## config.mk

```make
export PLATFORM = sky130hd
export DESIGN_NAME = bram_write_arbiter
export DESIGN_NICKNAME = d
export VERILOG_FILES = /design/src/rtl/bram_write_arbiter.sv
export SDC_FILE = /design/constraint.sdc
export NUM_CORES = 1
export LEC_CHECK = 0
export BUFFER_PORTS_ARGS = -buffer_cell sky130_fd_sc_hd__buf_2
export CAP_MARGIN = 20
export CORE_AREA = 2 2 115 128
export CTS_BUF_LIST = sky130_fd_sc_hd__clkbuf_8
export CTS_CLUSTER_SIZE = 40
export DETAILED_ROUTE_END_ITERATION = 8
export DIE_AREA = 0 0 117 130
export GPL_ROUTABILITY_DRIVEN = 0
export HOLD_SLACK_MARGIN = 0.08
export PLACE_DENSITY = 0.67
export SYNTH_ARGS = -nofsm -noshare
export SYNTH_HDL_FRONTEND = slang
export SYNTH_SLANG_ARGS = --single-unit
```

## constraint.sdc

```tcl
create_clock -name clk -period 2.75 [get_ports clk]
set_input_delay 0.275 -clock clk [delete_from_list [all_inputs] [get_ports clk]]
set_output_delay 0.275 -clock clk [all_outputs]
set_load 0.005 [all_outputs]
```

## src/rtl/bram_write_arbiter.sv

```systemverilog
// Frame-buffer BRAM port A arbiter: UART pixel writes take priority,
// a fill engine sweeps every address with one colour in the remaining cycles.
module bram_write_arbiter #(
    parameter int ADDR_WIDTH = 18,
    parameter int DATA_WIDTH = 24,
    parameter int DEPTH      = 196608
) (
    input  logic                  clk,
    input  logic                  rst,
    input  logic                  px_valid,
    input  logic [ADDR_WIDTH-1:0] px_addr,
    input  logic [DATA_WIDTH-1:0] px_data,
    input  logic                  fill_start,
    input  logic [DATA_WIDTH-1:0] fill_color,
    output logic                  en,
    output logic                  we,
    output logic [ADDR_WIDTH-1:0] addr,
    output logic [DATA_WIDTH-1:0] din,
    output logic                  busy,
    output logic                  done,
    output logic [15:0]           stall_count
);

    typedef enum logic {
        IDLE,
        FILL
    } state_t;

    localparam logic [ADDR_WIDTH-1:0] LAST_ADDR = ADDR_WIDTH'(DEPTH - 1);

    state_t                state;
    logic [ADDR_WIDTH-1:0] fill_cnt;
    logic [DATA_WIDTH-1:0] color;

    always_ff @(posedge clk) begin
        if (rst) begin
            state       <= IDLE;
            fill_cnt    <= '0;
            color       <= '0;
            en          <= 1'b0;
            we          <= 1'b0;
            addr        <= '0;
            din         <= '0;
            busy        <= 1'b0;
            done        <= 1'b0;
            stall_count <= '0;
        end else begin
            done <= 1'b0;

            // Port A mux: UART first, then fill; addr/din hold when idle.
            if (px_valid) begin
                en   <= 1'b1;
                we   <= 1'b1;
                addr <= px_addr;
                din  <= px_data;
            end else if (state == FILL) begin
                en   <= 1'b1;
                we   <= 1'b1;
                addr <= fill_cnt;
                din  <= color;
            end else begin
                en <= 1'b0;
                we <= 1'b0;
            end

            case (state)
                IDLE: begin
                    busy <= fill_start;
                    if (fill_start) begin
                        state       <= FILL;
                        color       <= fill_color;
                        fill_cnt    <= '0;
                        stall_count <= '0;
                    end
                end
                FILL: begin
                    // busy stays high into the done cycle; IDLE drops it one cycle later.
                    busy <= 1'b1;
                    if (px_valid) begin
                        if (stall_count != '1)
                            stall_count <= stall_count + 16'd1;
                    end else if (fill_cnt == LAST_ADDR) begin
                        state <= IDLE;
                        done  <= 1'b1;
                    end else begin
                        fill_cnt <= fill_cnt + 1'b1;
                    end
                end
                default: state <= IDLE;
            endcase
        end
    end

endmodule

```

# [Word level (Yosys, flattened, before mapping)]
# Index checks and enable logic that the tools add are counted.
[word_totals] register_bits=104 elab_cells=44
[classes] reduce_logical=5 bitwise_logic=1 muxes=20 n_addsub=2 eq_ne=7
[ops] cell="$mux W18" n=5
[ops] cell="$mux W16" n=3
[ops] cell="$mux W24" n=2
[ops] cell="$pmux W18 S2" n=1
[ops] cell="$pmux W16 S2" n=1
[ops] cell="$add A18 B1 Y18 const B" n=1
[ops] cell="$eq A18 B18 Y1 const B" n=1
[ops] cell="$add A16 B1 Y16 const B" n=1
[ops] cell="$ne A16 B16 Y1 const B" n=1
[ops] cell="$ne A2 B2 Y1 const B" n=4
[ops] cell="$mux W1" n=6
[ops] cell="$reduce_and A3 Y1" n=2
[ops] cell="$pmux W1 S2" n=2
[ops] cell="$reduce_or A3 Y1" n=1
[ops] cell="$ne A2 B1 Y1 const B" n=1
[ops] cell="$reduce_and A2 Y1" n=1
[ops] cell="$reduce_bool A2 Y1" n=1
[ops] cell="$not A1 Y1" n=1

# [Depth between registers and ports, before layout]
# Gate-level depths: netlist (run 1).
[depth] ltp_word=4 mapped_depth=8 depth_no_buf=6

# [Worst setup path after synthesis (run 1)]
# Ideal clock, no wire load.
[synth_timing] path_type="flip-flop to flip-flop" startpoint="reg fill_cnt[0]" endpoint="reg fill_cnt[14]" n_path_buf=0 path_slack_ns=0.657 required_time_ns=2.633 arrival_ns=1.976 stages_incl_launch_ff=7 setup_ns=0.117 synth_period_minus_slack_ns=2.093 path_cell_list="dfxtp_1 -> ha_1 -> nand2_1 -> or4_4 -> o31a_2 -> a22o_1 -> a22o_1"
[synth_between] elab_chain_cells=4 elab_cells_between_ends=7 classes_between="add/sub (1); eq/ne (2); mux (3); reduce/logical (1)"
[synth_rtl] element="from (decl)" line_no="32" source="logic [ADDR_WIDTH-1:0] fill_cnt;"
[synth_rtl] element="from (signal assigned)" line_no="86" source="fill_cnt <= fill_cnt + 1'b1;"
[synth_rtl] element="$add A18 B1 Y18" line_no="86"
[synth_rtl] element="$mux W18" line_no="82" source="end else if (fill_cnt == LAST_ADDR) begin"
[synth_rtl] element="$mux W18" line_no="79" source="if (px_valid) begin"
[synth_rtl] element="$pmux W18 S2" line_no="66" source="case (state)"
# Several ways; a longest one is shown, not always the timed one. The select of a mux whose other input is x is not followed.
# A chain may end at the register's enable or synchronous reset.

# [Worst setup path after layout (run 1)]
# Ends and elaborated chain as after synthesis.

==> results.json, run 1 <==
{
  "tightest_slew_ns": 0.788,
  "ys_seq_area_frac": 0.436,
  "clk_pin_slew_ns": 0.10,
  "crit_top_cell": "a22o_1",
  "critPathSlowestCell": "or4_4",
  "ys.flop_type": "dfxtp_1",
  "initial_core_util": 0.339,
  "yosysTopAreaCellShare": 0.436,
  "crit_path_max_fanout": 13,
  "cellPowerDensity_mw_per_mm2": 499,
  "wire_per_inst_um": 13.9,
  "maxSlewViolCount": 0,
  "rsz0062_at_grt": "false",
  "drtIter0Drc": 228,
  "dpl_cell_area_mm2": 0.00557,
  "grt_max_degree": 76,
  "die_w_um": 117,
  "cts_root_buffer": "clkbuf_8",
  "fin_tns_setup_ns": 0,
  "crit_chain": "ha_1 > nand2_1 > or4_4 > o31ai_4 > buf_4 > a22o_1 > a22o_1",
  "die_area_mm2": 0.0152,
  "async_flop_share": 0,
  "crit_path_start_kind": "flip-flop",
  "pin_count": 132,
  "regToRegStartpoint": "fill_cnt[0]",
  "postCtsSetupBuffers": 0,
  "fin_cells": 902,
  "synth_edf_count": 0,
  "outcome": "finished, final reports clean",
  "areaGrowthSynthToFinish_pct": 20.5,
  "post-dp-hpwl_um": 8880,
  "period_needed_ns": 2.47,
  "cp_num_buf_inv": 1,
  "cts-hold-fix-buffers": 0,
  "avgSynthCellArea_um2": 8.12,
  "ant_nets": 0,
  "cts_tree": "done",
  "p_leak_nw": 2.45,
  "hold_path_depth": 3,
  "ys_ff_latch": 104,
  "holdCritStartpoint": "px_addr[8]",
  "grt_pass1_vias": 4093,
  "layout.nets": 777,
  "ys_warn_count": 0,
  "grt_usage": 0.167,
  "syn_nets": 660,
  "htreeDepth": 3,
  "required_ns": 3.07,
  "r2r_cells": 7,
  "num_vias": 4452,
  "yosysUniqueCellTypes": 58,
  "diodes": 0,
  "synth_area_mm2": 0.00478,
  "p_sw_frac": 0.270,
  "hold_end": "addr[8]",
  "finalClockSkew_ns": 0.00871,
  "p_int_w": 0.00210,
  "clkLatencyLatePin_ns": 0.38,
  "holdCritPathClass": "in -> reg",
  "synth_top_cell_by_area": "dfxtp_1",
  "peakVddDrop_mv": 0.234,
  "fmax_ghz": 0.405,
  "combPwrFrac": 0.123,
  "fp.coreArea_mm2": 0.0141,
  "vias_per_cell": 4.94,
  "r2r-end": "fill_cnt[14]",
  "critPathKind": "reg -> reg",
  "setup_viol": 0,
  "drt_pass1_iterations": 4,
  "seq_power_share": 0.557,
  "slew_headroom": 0.474,
  "drc": 0,
  "synth.area.top_cells": "dfxtp_1, mux2i_1, a21oi_1",
  "drive_gt1_frac": 0.255,
  "numPlacedInstances": 886,
  "post-route-period-util": 0.898,
  "drt-total-wl_um": 12600,
  "antenna_found_initial": 0,
  "grt_pass1_wl_um": 20000,
  "synthCells": 588,
  "fp-row-count": 46,
  "ctsResizeCount": 0,
  "reg2reg_slack_ns": 0.28,
  "cts_buffer_depth": 2,
  "critPathTopFamily": "compound AO/OA/AOI/OAI gates",
  "cap_violations": 0,
  "cpPeakStageDelay_ns": 0.55,
  "die_h_um": 130,
  "grt_overflow_total": 0,
  "io_buffers": 131,
  "critPathArrivalTime_ns": 2.79,
  "clock-sinks": 104,
  "finalHoldViolations": 0,
  "numCtsBuffers": 9,
  "pwr-share-clk": 0.320,
  "p_switching_w": 0.000776,
  "end_kind": "flip-flop",
  "final_area_mm2": 0.00576
}
## final cells by class
type / count / area, um^2
clock inverters: 5 / 32.5
multi-input cells: 438 / 2460
repair buffers: 146 / 768
clock buffers: 11 / 151
fillers: 1492 / 8350
flip-flops and latches: 104 / 2080
inverters: 6 / 22.5
well taps: 192 / 240
## logic make-up after synthesis
kind of cell             Yosys count  synth area share
XOR/XNOR                           2           0.00367
flip-flops                       104             0.436
adder cells (fa/ha/maj)            2           0.00524
AO/OA/AOI/OAI                    126             0.156
multiplexers                      48             0.101
AND/OR/NAND/NOR                  260             0.248
buffers and inverters             46            0.0503
## flip-flops by register name, summed over array words and instances (netlist names)
name and count:
din 24, busy 1, done 1, state 1
we 1, stall_count 16, color 24, fill_cnt 18
addr 18
## per-stage QoR
stage / setup WS (ns) / utilization / hold WS (ns) / total power, W
6_report: 0.282 / 0.408 / 0.118 / 0.00287
5_1_grt: 0.122 / 0.408 / 0.0866 / 0.00303
4_1_cts: 0.288 / 0.408 / 0.0893 / 0.00292
3_5_place_dp: 0.307 / 0.395 / 0.447 / 0.00199
3_3_place_gp: 0.369 / 0.395 / 0.443 / 0.00199
2_1_floorplan: 0.657 / - / 0.411 / 0.00185
## routing by layer
layer | global-route usage | wire [um] | vias up
met3 | 0.0488 | 746 | 15
met4 | 0.0706 | 237 | 0
met2 | 0.263 | 5830 | 110
met1 | 0.213 | 5760 | 2046
li1 | - | - | 2281
met5 | 0 | 0 | -
## worst min-delay path: cells and delay by family
family	cells	cell delay [ns]
buffers and inverters	1	0.07
and+or+nand+nor	1	0.07
AOI/OAI and AO/OA	1	0.05
## cell usage after synthesis (3+ instances only)
library cell and n:
buf_1 6, nand2_1 72, or3_1 3, and4_1 4
a21oi_1 83, buf_2 3, nand3_1 18, a22o_1 4
nor2_1 107, mux2_2 3, dfxtp_1 104, buf_6 4
a31oi_1 6, nand4_1 12, nor3_1 9, a21o_1 4
clkbuf_1 23, nand2b_1 6, and3_1 5, mux2i_1 45
nor4_1 8, inv_1 6, o21ai_0 8
## cell usage in the layout, fill, tap and decap left out, types with 2 or more instances in the layout
cell / synthesis / layout
or3_1: 3 / 3
a21oi_1: 83 / 83
nand2b_1: 6 / 6
clkinvlp_4: 0 / 2
a21o_1: 4 / 4
o31ai_1: 2 / 2
mux2_2: 3 / 3
or4_1: 2 / 2
and4_1: 4 / 4
o31a_2: 2 / 2
a31oi_1: 6 / 6
a211oi_1: 2 / 2
mux2i_1: 45 / 45
a22o_1: 4 / 4
buf_2: 3 / 131
nor3_1: 9 / 9
or3_2: 2 / 2
nand2_1: 72 / 72
ha_1: 2 / 2
nand3_1: 18 / 18
clkbuf_8: 1 / 11
and3_1: 5 / 5
inv_1: 6 / 7
buf_4: 2 / 15
o21ai_0: 8 / 8
and2_1: 2 / 2
o211ai_1: 2 / 2
nand4_1: 12 / 12
dfxtp_1: 104 / 103
nor2_1: 107 / 107
nor4_1: 8 / 8
## how the worst max path moves through the flow
stage / cells past startpoint / to / from / slack, ns
floorplan: 6 / fill_cnt[14] / fill_cnt[0] / 0.66
global placement: 7 / fill_cnt[16] / fill_cnt[0] / 0.37
detailed placement: 7 / fill_cnt[14] / fill_cnt[0] / 0.31
CTS: 7 / fill_cnt[14] / fill_cnt[0] / 0.29
global route: 7 / fill_cnt[16] / fill_cnt[0] / 0.12
finish: 7 / fill_cnt[14] / fill_cnt[0] / 0.28
## power by group through the flow
stage               clock, W  combinational (W)  sequential, W
finish              0.000918           0.000354        0.00160
global route         0.00103           0.000398        0.00161
CTS                 0.000957           0.000359        0.00160
detailed placement         0           0.000357        0.00163
global placement           0           0.000354        0.00163
floorplan                  0           0.000222        0.00163
(Power assumes the default switching activity.)
==> inputs of run 2 (changes only) <==
--- a/config.mk
+++ b/config.mk
@@ -5,7 +5,7 @@
 export SDC_FILE = /design/constraint.sdc
 export NUM_CORES = 1
 export LEC_CHECK = 0
-export BUFFER_PORTS_ARGS = -buffer_cell sky130_fd_sc_hd__buf_2
+export BUFFER_PORTS_ARGS = -buffer_cell sky130_fd_sc_hd__clkbuf_2
 export CAP_MARGIN = 20
 export CORE_AREA = 2 2 115 128
 export CTS_BUF_LIST = sky130_fd_sc_hd__clkbuf_8
==> run 2 against run 1 <==
  * Flip-flop and latch count stayed put
  * Setup slack better by 0.13 ns
  * Wire length decreased by 0.29%
  * Via count increased by 0.16%
  * Cell area fell by 0.17%
  * Count of clock-buffer cells in the layout decreased by 1
  * Hold slack got worse by 0.010 ns
  * Combinational power about the same
  * Critical endpoint unchanged
  * Largest cell class unchanged
==> results.json, run 2 (same netlist as run 1, synthesis figures left out) <==
{
  "wl_met3_um": 831,
  "drt_pass1_iterations": 5,
  "clkLatencyLatePin_ns": 0.38,
  "maxSlewViolCount": 0,
  "wire_per_inst_um": 13.9,
  "vias_per_cell": 4.95,
  "die_w_um": 117,
  "postCtsSetupBuffers": 0,
  "grt_max_degree": 88,
  "drt-total-wl_um": 12500,
  "critPathArrivalTime_ns": 2.61,
  "biggestRegsByFlops": "color x24, din x24",
  "fp.coreArea_mm2": 0.0141,
  "grt_pass1_vias": 3979,
  "setup_ws_ns": 0.408,
  "required_ns": 3.02,
  "post-dp-hpwl_um": 8760,
  "fin_tns_setup_ns": 0,
  "num_vias": 4459,
  "cts_tree": "done",
  "crit_path_start_kind": "flip-flop",
  "finalClockSkew_ns": 0.00818,
  "fp-row-count": 46,
  "die_h_um": 130,
  "end_kind": "flip-flop",
  "cts_root_buffer": "clkbuf_8",
  "drc": 0,
  "clock-sinks": 104,
  "cp-startpoint": "fill_cnt[0]",
  "layout.nets": 776,
  "finalHoldViolations": 0,
  "io_buffers": 131,
  "drive_gt1_frac": 0.249,
  "p_leak_nw": 2.42,
  "holdCritPathClass": "in -> reg",
  "post-route-period-util": 0.852,
  "ant_nets": 0,
  "rsz0062_at_grt": "false",
  "peakVddDrop_mv": 0.262,
  "fmax_ghz": 0.427,
  "cellPowerDensity_mw_per_mm2": 491,
  "final_cell_mix": "clkbuf_2, nor2_1, dfxtp_1",
  "pin_count": 132,
  "tightest_slew_ns": 0.833,
  "slew_headroom": 0.444,
  "grt_overflow_total": 0,
  "grt_pass1_wl_um": 19700,
  "die_area_mm2": 0.0152,
  "initial_core_util": 0.339,
  "wl_met1_um": 5640,
  "grt_usage": 0.165,
  "numCtsBuffers": 9,
  "period_needed_ns": 2.34,
  "critPathKind": "reg -> reg",
  "clk_pin_slew_ns": 0.09,
  "crit_path_max_fanout": 14,
  "areaGrowthSynthToFinish_pct": 20.3,
  "final_area_mm2": 0.00575,
  "diodes": 0,
  "holdCritStartpoint": "fill_color[7]",
  "num-fill-cells": 1480,
  "htreeDepth": 3,
  "top_layer": "met4",
  "drtIter0Drc": 149,
  "dr_wl_met2_um": 5880,
  "cap_violations": 0,
  "final_common_cell": "clkbuf_2",
  "antenna_found_initial": 0,
  "setup_viol": 0,
  "pre_cts_ws_ns": 0.423,
  "outcome": "finished, final reports clean",
  "cts_buffer_depth": 2,
  "dpl_cell_area_mm2": 0.00556,
  "regToRegStartpoint": "fill_cnt[0]"
}
==> run 2: area by class of cell <==
class	count	area, um^2	area share
clock buffers	10	138	0.0240
clock inverters	5	26.3	0.00457
inverters	6	22.5	0.00392
multi-input cells	438	2460	0.428
flip-flops and latches	104	2080	0.363
well taps	192	240	0.0418
repair buffers	145	778	0.135
==> run 2: worst max-delay path: stages, from the launching register on <==
cell	delay (ns)
dfxtp_1	0.45
ha_1	0.25
nand2_1	0.13
or4_4	0.55
o31a_2	0.48
a22o_1	0.21
a22o_1	0.17
==> run 2: stage by stage <==
stage                util  power (W)  cells  hold slack (ns)
global placement    0.394    0.00199    883            0.443
finish              0.407    0.00282    900            0.108
detailed placement  0.394    0.00199    883            0.450
floorplan               -    0.00185    588            0.411
CTS                 0.407    0.00286    900           0.0804
global route        0.407    0.00296    900           0.0895
==> run 2: path summary, 6_finish.rpt <==
path,slack [ns],to,cells after the start
min,0.11,color[7],3
min reg2reg,0.46,color[15],2
max reg2reg,0.41,fill_cnt[14],6
max,0.41,fill_cnt[14],6
==> run 2: power by group <==
group          switching (W)  total, W  internal, W
Clock               0.000522  0.000864     0.000342
Combinational       0.000198  0.000356     0.000158
Sequential         0.0000357   0.00160      0.00156
==> run 2: timing repair <==
item,4_1_cts,5_1_grt
endpoints found under the hold margin,2,0
endpoints found under the setup margin,0,0
hold buffers,2,0
gates resized for setup,0,0
==> run 2: layer usage <==
layer  vias to the layer above  track usage
met5                         -            0
met3                        16       0.0553
met1                      2029        0.209
met2                       132        0.263
li1                       2282            -
met4                         0       0.0554
==> inputs of run 3 (changes only) <==
==> config.mk (replaced) <==
export PLATFORM = sky130hd
export DESIGN_NAME = bram_write_arbiter
export DESIGN_NICKNAME = d
export VERILOG_FILES = /design/src/rtl/bram_write_arbiter.sv
export SDC_FILE = /design/constraint.sdc
export NUM_CORES = 1
export LEC_CHECK = 0
export CAP_MARGIN = 20
export CORE_AREA = 2 2 115 128
export CTS_BUF_LIST = sky130_fd_sc_hd__clkbuf_8
export CTS_CLUSTER_SIZE = 40
export DETAILED_ROUTE_END_ITERATION = 8
export DIE_AREA = 0 0 117 130
export DONT_BUFFER_PORTS = 1
export GPL_ROUTABILITY_DRIVEN = 0
export HOLD_SLACK_MARGIN = 0.08
export PLACE_DENSITY = 0.59
export SYNTH_ARGS = -nofsm -noshare
export SYNTH_HDL_FRONTEND = slang
export SYNTH_SLANG_ARGS = --single-unit
==> run 3 against run 2 <==
  * Non-clock buffer count shrank 56
  * Global-route usage grew 1.8 points
  * Wire length increased by 11%
  * Clock power grew 23%
  * Largest cell class unchanged
  * Sequential power about the same
==> results.json, run 3 (same netlist as run 1, synthesis figures left out) <==
{
  "layout.nets": 720,
  "diodes": 0,
  "tightest_slew_ns": 0.738,
  "met1_usage": 0.214,
  "holdCritStartpoint": "rst",
  "reg2reg_slack_ns": 0.39,
  "numCtsBuffers": 9,
  "rsz0062_at_grt": "false",
  "post-dp-hpwl_um": 8680,
  "cts_buffer_depth": 2,
  "clock-sinks": 104,
  "cts_root_buffer": "clkbuf_8",
  "ant_nets": 0,
  "drt-total-wl_um": 13900,
  "ctsResizeCount": 0,
  "hold_path_depth": 2,
  "post-route-period-util": 0.857,
  "hold_end": "stall_count[15]",
  "areaGrowthSynthToFinish_pct": 23.9,
  "grt_pass1_wl_um": 21900,
  "slew_headroom": 0.504,
  "crit_path_max_fanout": 16,
  "r2r-end": "fill_cnt[6]",
  "final_cell_mix": "nor2_1, dfxtp_1, a21oi_1",
  "met2_usage": 0.311,
  "initial_core_util": 0.339,
  "cellPowerDensity_mw_per_mm2": 511,
  "r2r_cells": 7,
  "biggestRegsByFlops": "color x24, din x24",
  "fp.coreArea_mm2": 0.0141,
  "final_core_util": 0.420,
  "cts-hold-fix-buffers": 80,
  "busiest_layer": "met2",
  "clkLatencyLatePin_ns": 0.36,
  "peakVddDrop_mv": 0.313,
  "holdWs_ns": 0.118,
  "vias_per_cell": 5.25,
  "p_leak_nw": 2.18,
  "io_buffers": 0,
  "drive_gt1_frac": 0.0704,
  "die_area_mm2": 0.0152,
  "holdCritPathClass": "in -> reg",
  "pin_count": 132,
  "fp-row-count": 46,
  "finalHoldViolations": 0,
  "grt_pass1_vias": 4380,
  "maxSlewViolCount": 0,
  "fmax_ghz": 0.424,
  "die_w_um": 117,
  "htreeDepth": 3,
  "critPathArrivalTime_ns": 2.60,
  "cap_violations": 0,
  "setup_viol": 0,
  "drt_pass1_iterations": 4,
  "required_ns": 3.00,
  "cts_tree": "done",
  "end_kind": "flip-flop",
  "grt_overflow_total": 0,
  "postCtsSetupBuffers": 0,
  "grt_usage": 0.182,
  "period_needed_ns": 2.36,
  "regToRegStartpoint": "fill_cnt[0]",
  "grtUsageMet3": 0.0534,
  "finalClockSkew_ns": 0.00616,
  "grt_max_degree": 79,
  "crit_path_start_kind": "flip-flop",
  "die_h_um": 130,
  "antenna_found_initial": 0,
  "wire_per_inst_um": 16.4,
  "num_vias": 4438,
  "drc": 0,
  "final_common_cell": "nor2_1",
  "drtIter0Drc": 205,
  "clk_pin_slew_ns": 0.10,
  "outcome": "finished, final reports clean",
  "fin_tns_setup_ns": 0,
  "critPathKind": "reg -> reg"
}
==> run 3: changes by cell type in the layout (fill, tap and decap cells not counted) <==
cell / before / now
buf_16: 0 / 1
inv_1: 8 / 7
buf_2: 2 / 0
dlygate4sd3_1: 2 / 78
clkinv_4: 1 / 0
clkbuf_2: 129 / 0
clkinvlp_4: 0 / 2
bufinv_16: 0 / 2
buf_4: 11 / 9
clkinv_2: 2 / 1
==> run 3: worst max path at each step <==
stage / start / end / cells after the start / slack [ns]
floorplan: fill_cnt[0] / fill_cnt[14] / 6 / 0.66
finish: fill_cnt[0] / fill_cnt[6] / 7 / 0.39
global route: fill_cnt[0] / fill_cnt[6] / 7 / 0.23
global placement: fill_cnt[0] / fill_cnt[14] / 6 / 0.49
detailed placement: fill_cnt[0] / fill_cnt[14] / 6 / 0.45
CTS: fill_cnt[0] / fill_cnt[6] / 7 / 0.42
==> run 3: power by group <==
group          leakage, nW  switching (W)  internal, W  total (W)
Sequential           0.850      0.0000501      0.00156    0.00161
Clock                0.110       0.000523     0.000533    0.00106
Combinational         1.22       0.000174     0.000177   0.000351
Total                 2.18       0.000748      0.00227    0.00302
==> run 3: metal layers <==
metal,up-vias,share of wire
met1,2102,0.42
met2,148,0.49
met5,-,0
met3,20,0.067
met4,0,0.023
li1,2168,-
==> run 3: cell type report <==
type                       instances  area [um^2]
clock buffer                      10          138
clock inverter                     6         83.8
fill                            1383         8180
inverter                           6         22.5
multi-input combinational        438         2460
sequential                       104         2080
tap                              192          240
timing repair buffer              89          896
==> run 3: worst max-delay path, stage by stage, from the launching register on <==
cell and delay (ns):
dfxtp_1 0.45, ha_1 0.24, nand2_1 0.13, or4_4 0.55
o31ai_4 0.37, buf_4 0.27, or4_2 0.15, o22ai_1 0.07
==> run 3: through the flow <==
stage	setup slack (ns)	power (W)	instances	instance area (um^2)
final	0.394	0.00302	845	5920
after floorplan	0.657	0.00185	588	4780
after global routing	0.227	0.00316	845	5920
after CTS	0.421	0.00306	845	5920
after detailed placement	0.445	0.00187	749	4870
after global placement	0.489	0.00186	749	4870
